$ cat src/rtl/instruction_queue_pkg.sv
// instruction_queue_pkg: pipeline-wide entry record, default sizes and pointer-width helper
package instruction_queue_pkg;
  localparam int DEFAULT_DEPTH = 4;
  localparam int DEFAULT_WIDTH = 32;
  typedef struct packed {
    logic [DEFAULT_WIDTH-1:0] instruction;
    logic [DEFAULT_WIDTH-1:0] pc_add_result;
  } entry_t;
  function automatic int ptr_w(int depth);
    return depth > 1 ? $clog2(depth) : 1;
  endfunction
endpackage

$ cat src/rtl/instruction_queue_if.sv
// instruction_queue_if: fetch/decode/redirect signals between the pipeline stages and the queue
interface instruction_queue_if
  import instruction_queue_pkg::*;
#(
  parameter int WIDTH = DEFAULT_WIDTH,
  parameter int DEPTH = DEFAULT_DEPTH
);
  logic [WIDTH-1:0] Instruction;
  logic [WIDTH-1:0] PCAddResult;
  logic InValid;
  logic InReady;
  logic [WIDTH-1:0] OutInstruction;
  logic [WIDTH-1:0] OutPCAddResult;
  logic OutValid;
  logic OutReady;
  logic RedirectValid;
  logic [WIDTH-1:0] RedirectAddress;
  logic Branch;
  logic [WIDTH-1:0] BranchAddress;
  logic [ptr_w(DEPTH):0] Count;
  modport master (
    output Instruction, PCAddResult, InValid, OutReady, RedirectValid, RedirectAddress,
    input InReady, OutInstruction, OutPCAddResult, OutValid, Branch, BranchAddress, Count
  );
  modport slave (
    input Instruction, PCAddResult, InValid, OutReady, RedirectValid, RedirectAddress,
    output InReady, OutInstruction, OutPCAddResult, OutValid, Branch, BranchAddress, Count
  );
endinterface

$ cat src/rtl/queue_storage.sv
// queue_storage: register file with one write port and one asynchronous read port
module queue_storage #(
  parameter int DEPTH = 4,
  parameter int DW = 64,
  parameter int AW = 2
) (
  input  logic clk,
  input  logic we,
  input  logic [AW-1:0] waddr,
  input  logic [DW-1:0] wdata,
  input  logic [AW-1:0] raddr,
  output logic [DW-1:0] rdata
);
  logic [DW-1:0] mem [DEPTH];
  always_ff @(posedge clk)
    if (we) mem[waddr] <= wdata;
  assign rdata = mem[raddr];
endmodule

$ cat src/rtl/instruction_queue.sv
// instruction_queue: fetch-to-decode FIFO with redirect flush and one-cycle fetch squash
module instruction_queue
  import instruction_queue_pkg::*;
#(
  parameter int DEPTH = DEFAULT_DEPTH,
  parameter int WIDTH = DEFAULT_WIDTH
) (
  input logic Clk,
  input logic Reset,
  instruction_queue_if.slave q
);
  localparam int PW = ptr_w(DEPTH);
  localparam int CW = PW + 1;
  logic [PW-1:0] wr_ptr, rd_ptr;
  logic [CW-1:0] count;
  logic branch;
  logic [WIDTH-1:0] branch_addr;
  logic push, pop;
  // While Branch is high the incoming fetch is from the old path and is dropped
  assign push = q.InValid && q.InReady && !q.RedirectValid && !branch;
  assign pop = q.OutValid && q.OutReady && !q.RedirectValid;
  assign q.InReady = count != CW'(DEPTH);
  assign q.OutValid = count != '0;
  assign q.Count = count;
  assign q.Branch = branch;
  assign q.BranchAddress = branch_addr;
  always_ff @(posedge Clk or negedge Reset)
    if (!Reset) begin
      wr_ptr <= '0;
      rd_ptr <= '0;
      count <= '0;
      branch <= 1'b0;
      branch_addr <= '0;
    end else if (q.RedirectValid) begin
      wr_ptr <= '0;
      rd_ptr <= '0;
      count <= '0;
      branch <= 1'b1;
      branch_addr <= q.RedirectAddress;
    end else begin
      wr_ptr <= wr_ptr + PW'(push);
      rd_ptr <= rd_ptr + PW'(pop);
      count <= count + CW'(push) - CW'(pop);
      branch <= 1'b0;
    end
  queue_storage #(.DEPTH(DEPTH), .DW(2*WIDTH), .AW(PW)) u_storage (
    .clk(Clk),
    .we(push),
    .waddr(wr_ptr),
    .wdata({q.Instruction, q.PCAddResult}),
    .raddr(rd_ptr),
    .rdata({q.OutInstruction, q.OutPCAddResult})
  );
endmodule

$ cat src/flat_wrapper.sv
// flat-port wrapper written by rule: the top's interface ports become plain ports
module instruction_queue_flat import instruction_queue_pkg::*;
#(
  parameter int DEPTH = DEFAULT_DEPTH,
  parameter int WIDTH = DEFAULT_WIDTH
)
  (Clk, Reset, q_Instruction, q_PCAddResult, q_InValid, q_OutReady, q_RedirectValid, q_RedirectAddress, q_InReady, q_OutInstruction, q_OutPCAddResult, q_OutValid, q_Branch, q_BranchAddress, q_Count);
  instruction_queue_if #(.WIDTH(WIDTH), .DEPTH(DEPTH)) q_i ();
  input logic Clk;
  input logic Reset;
  input wire logic [$bits(q_i.Instruction)-1:0] q_Instruction;
  input wire logic [$bits(q_i.PCAddResult)-1:0] q_PCAddResult;
  input wire logic [$bits(q_i.InValid)-1:0] q_InValid;
  input wire logic [$bits(q_i.OutReady)-1:0] q_OutReady;
  input wire logic [$bits(q_i.RedirectValid)-1:0] q_RedirectValid;
  input wire logic [$bits(q_i.RedirectAddress)-1:0] q_RedirectAddress;
  output wire logic [$bits(q_i.InReady)-1:0] q_InReady;
  output wire logic [$bits(q_i.OutInstruction)-1:0] q_OutInstruction;
  output wire logic [$bits(q_i.OutPCAddResult)-1:0] q_OutPCAddResult;
  output wire logic [$bits(q_i.OutValid)-1:0] q_OutValid;
  output wire logic [$bits(q_i.Branch)-1:0] q_Branch;
  output wire logic [$bits(q_i.BranchAddress)-1:0] q_BranchAddress;
  output wire logic [$bits(q_i.Count)-1:0] q_Count;
  assign q_i.Instruction = q_Instruction;
  assign q_i.PCAddResult = q_PCAddResult;
  assign q_i.InValid = q_InValid;
  assign q_i.OutReady = q_OutReady;
  assign q_i.RedirectValid = q_RedirectValid;
  assign q_i.RedirectAddress = q_RedirectAddress;
  assign q_InReady = q_i.InReady;
  assign q_OutInstruction = q_i.OutInstruction;
  assign q_OutPCAddResult = q_i.OutPCAddResult;
  assign q_OutValid = q_i.OutValid;
  assign q_Branch = q_i.Branch;
  assign q_BranchAddress = q_i.BranchAddress;
  assign q_Count = q_i.Count;
  instruction_queue #(.DEPTH(DEPTH), .WIDTH(WIDTH)) u_core (.Clk(Clk), .Reset(Reset), .q(q_i));
endmodule
$ cat config.mk
export PLATFORM = sky130hd
export DESIGN_NAME = instruction_queue_flat
export DESIGN_NICKNAME = d
export VERILOG_FILES = /design/src/rtl/instruction_queue_pkg.sv /design/src/rtl/instruction_queue_if.sv /design/src/rtl/queue_storage.sv /design/src/rtl/instruction_queue.sv /design/src/flat_wrapper.sv
export SDC_FILE = /design/constraint.sdc
export NUM_CORES = 1
export LEC_CHECK = 0
export CORE_MARGIN = 2
export CORE_UTILIZATION = 48
export DETAILED_ROUTE_END_ITERATION = 16
export HOLD_SLACK_MARGIN = 0.05
export PLACE_DENSITY = 0.82
export SYNTH_ARGS = -nofsm -noshare
export SYNTH_HDL_FRONTEND = slang
export SYNTH_SLANG_ARGS = --single-unit
$ cat constraint.sdc
create_clock -name Clk -period 12.22 [get_ports Clk]
set_input_delay 2.444 -clock Clk [delete_from_list [all_inputs] [get_ports Clk]]
set_output_delay 2.444 -clock Clk [all_outputs]
set_load 0.005 [all_outputs]
==> out/qor.txt <==
Status: finished, final reports clean
Comb power frac: 13.2%
Post-route cell area: 14,120 sq um
CP arrival: 3.18 ns
CP Max Fanout: 48
Cells after DPL: 914
Psw: 0.0004902 W
Most common cell after layout, fill and taps aside: edfxtp_1
Congestion Overflow GR: 0
Global Route Usage Sum: 17.49%
Setup violators final: 0
Starting DRT DRC Count: 283
Hold wc startpoint: u_core.q.BranchAddress[11]
Fill count: 1,480
Number of H-tree levels: 1
DR vias: 5,262
Final #Nets: 767
CTS tree: done
CTS root buffer: clkbuf_16
Max incr delay on CP: 0.81 ns
Clock power frac: 37.0%
Critical path required time: 9.78 ns
DRC viols: 0
Post-synth net total: 545
Min Hold Slack: 0.5116 ns
Flop pwr share: 49.7%
Worst-Margin Slew: 0.9732 ns
RSZ-0062 raised after global routing: false
Peak Freq: 177.9 MHz
Post-Syn Area: 10,920 sq um
Fin. Hold Viols: 0
Placer Congestion: 0.7745
Min Tclk post-route: 5.621 ns
Pleak: 4.635 nW
Io pins: 203
Worst reg2reg startpoint: u_core.q.Count[1]
Maximum VDD drop: 108.6 uV
Final Max Slew Viols: 0
#FFs+latches synth: 296
Synthesis-to-layout area growth: 29.36%
Post-synthesis cell count: 439
TNS Setup: 0 ns
Number of diodes: 0
Num CTS Buffers: 30
Clock latency on the worst-skew pair: 0.53 ns
Post-Layout Cell Count: 968
CP max stage cell: buf_4
Crit-path cells: buf_4 -> mux4_1 -> clkdlybuf4s50_1
Placed Area: 13,180 sq um
Largest net degree at the start of global routing: 66
Die H: 154.8 um
DP Wirelength: 12.39 mm
Worst setup SP type: flop
Post-route ant nets: 0
Setup CP Type: flop to primary output
PD cells: 164.6 nW/um^2
Avg WL per Cell: 21.63 um
Post-CTS Hold Buffers: 0
Avg Inst Size Synth: 24.87 sq um
Slack of the critical path: 6.599 ns
First-pass DRT Iterations: 5
Worst Setup SP: u_core.rd_ptr[0]
Initial antenna violation count: 1
Ys Warns: 0
Final WL: 20.94 mm
Final clock skew: 0.009404 ns
Fraction of the yosys area taken by sequential cells: 79.58%
Post-CTS setup buffers: 0
CTS max path bufs: 3
Initial Utilization: 48.52%
Clk slew on worst S/H paths: 0.06 ns
Sw frac: 21.08%
Hold crit path type: flop to flop
Die Footprint: 23,970 sq um
Crit-path leading delay family: buffers and inverters
CTS resizes: 0
DIE WIDTH: 154.8 um
CP Buf/Inv Count: 2
Crit end category: primary output
CORE AREA: 22,500 sq um
Slew Limit Headroom: 35.12%
Most frequent cells in the layout: edfxtp_1, clkdlybuf4s50_1, mux4_2
Vias/cell: 5.436
P_int: 0.001835 W
Synth cell types: 23
Max-cap viol count: 0
Fraction of layout cells with a size suffix above 1: 21.38%
Pre-CTS WS: 7.055 ns
First-pass GRT wire length: 32.14 mm
Clock net sink count: 296
Cell row count: 55
Period utilization: 46.00%
Number of global-route vias before repair: 5,791
Number of I/O port buffers: 202
[path summary, 6_finish.rpt]
kind	endpoint	slack [ns]	depth (start not counted)
hold reg to reg	u_core.q.BranchAddress[11]	0.51	1
max in group asynchronous	u_core.rd_ptr[0]	9.55	1
hold / removal	u_core.q.BranchAddress[11]	0.51	1
min in group asynchronous	u_core.q.BranchAddress[11]	2.02	1
setup / recovery	q_OutPCAddResult[0]	6.60	3
setup reg to reg	u_core.q.Count[2]	9.83	9
[metal layers]
layer / GRT usage (%) / part of all wire, % / up-vias
met5: 0 / 0.062 / -
met4: 4.056 / 1.4 / 2
met3: 4.931 / 8.4 / 28
met2: 30.08 / 51 / 218
met1: 22.35 / 39 / 2730
li1: - / - / 2284
[synthesized netlist by cell type, drive strengths merged]
| cell | count | area [sq um] |
|---|---|---|
| mux4 | 64 | 1456 |
| inv | 4 | 15.01 |
| buf | 18 | 186.4 |
| nand2 | 1 | 3.750 |
| ha | 4 | 50.05 |
| nor2 | 5 | 18.77 |
| edfxtp | 256 | 7687 |
| and3b | 1 | 8.760 |
| nor3 | 1 | 5.000 |
| nor4b | 2 | 17.52 |
| nor3b | 1 | 7.510 |
| xnor2 | 2 | 17.52 |
| or3b | 1 | 8.760 |
| or3 | 1 | 6.260 |
| nor2b | 3 | 18.77 |
| mux2 | 32 | 360.4 |
| fa | 1 | 20.02 |
| xnor3 | 1 | 22.52 |
| dfrtp | 40 | 1001 |
| nor4 | 1 | 6.260 |
[state kept, by name (all words and copies together), names as in the netlist]
| name | flops |
|---|---|
| u_core.q.Count | 3 |
| u_core.wr_ptr | 2 |
| u_core.u_storage.mem | 256 |
| u_core.rd_ptr | 2 |
| u_core.q.Branch | 1 |
| u_core.q.BranchAddress | 32 |
[cell families after synthesis]
family | Yosys count | synth area share (%)
XOR/XNOR | 3 | 0.3667
flip-flops | 296 | 79.58
adder cells (fa/ha/maj) | 5 | 0.6418
AND/OR/NAND/NOR | 17 | 0.9284
buffers and inverters | 22 | 1.845
multiplexers | 96 | 16.64
[metrics by stage]
step,power (W),utilization (%)
after global routing,0.002415,62.76
after global placement,0.001480,58.58
final,0.002325,62.76
after CTS,0.002355,62.76
after detailed placement,0.001490,58.58
after floorplan,0.001327,-
[final cells by class]
class	instances	area (sq um)	area share [%]
Inverter	4	15.01	0.1063
Tap cell	285	356.6	2.525
Sequential cell	296	8696	61.57
Clock inverter	18	147.6	1.045
Timing Repair Buffer	208	2062	14.60
Clock buffer	36	794.5	5.625
Multi-Input combinational cell	121	2052	14.53
[power groups by stage]
| stage | logic, W | clock network, W | registers (W) |
|---|---|---|---|
| global route | 0.000330 | 0.000924 | 0.00116 |
| floorplan | 0.000158 | 0 | 0.00117 |
| CTS | 0.000315 | 0.000883 | 0.00116 |
| global placement | 0.000304 | 0 | 0.00118 |
| detailed placement | 0.000312 | 0 | 0.00118 |
| finish | 0.000308 | 0.000861 | 0.00116 |
Power figures use the tool's default switching activity.
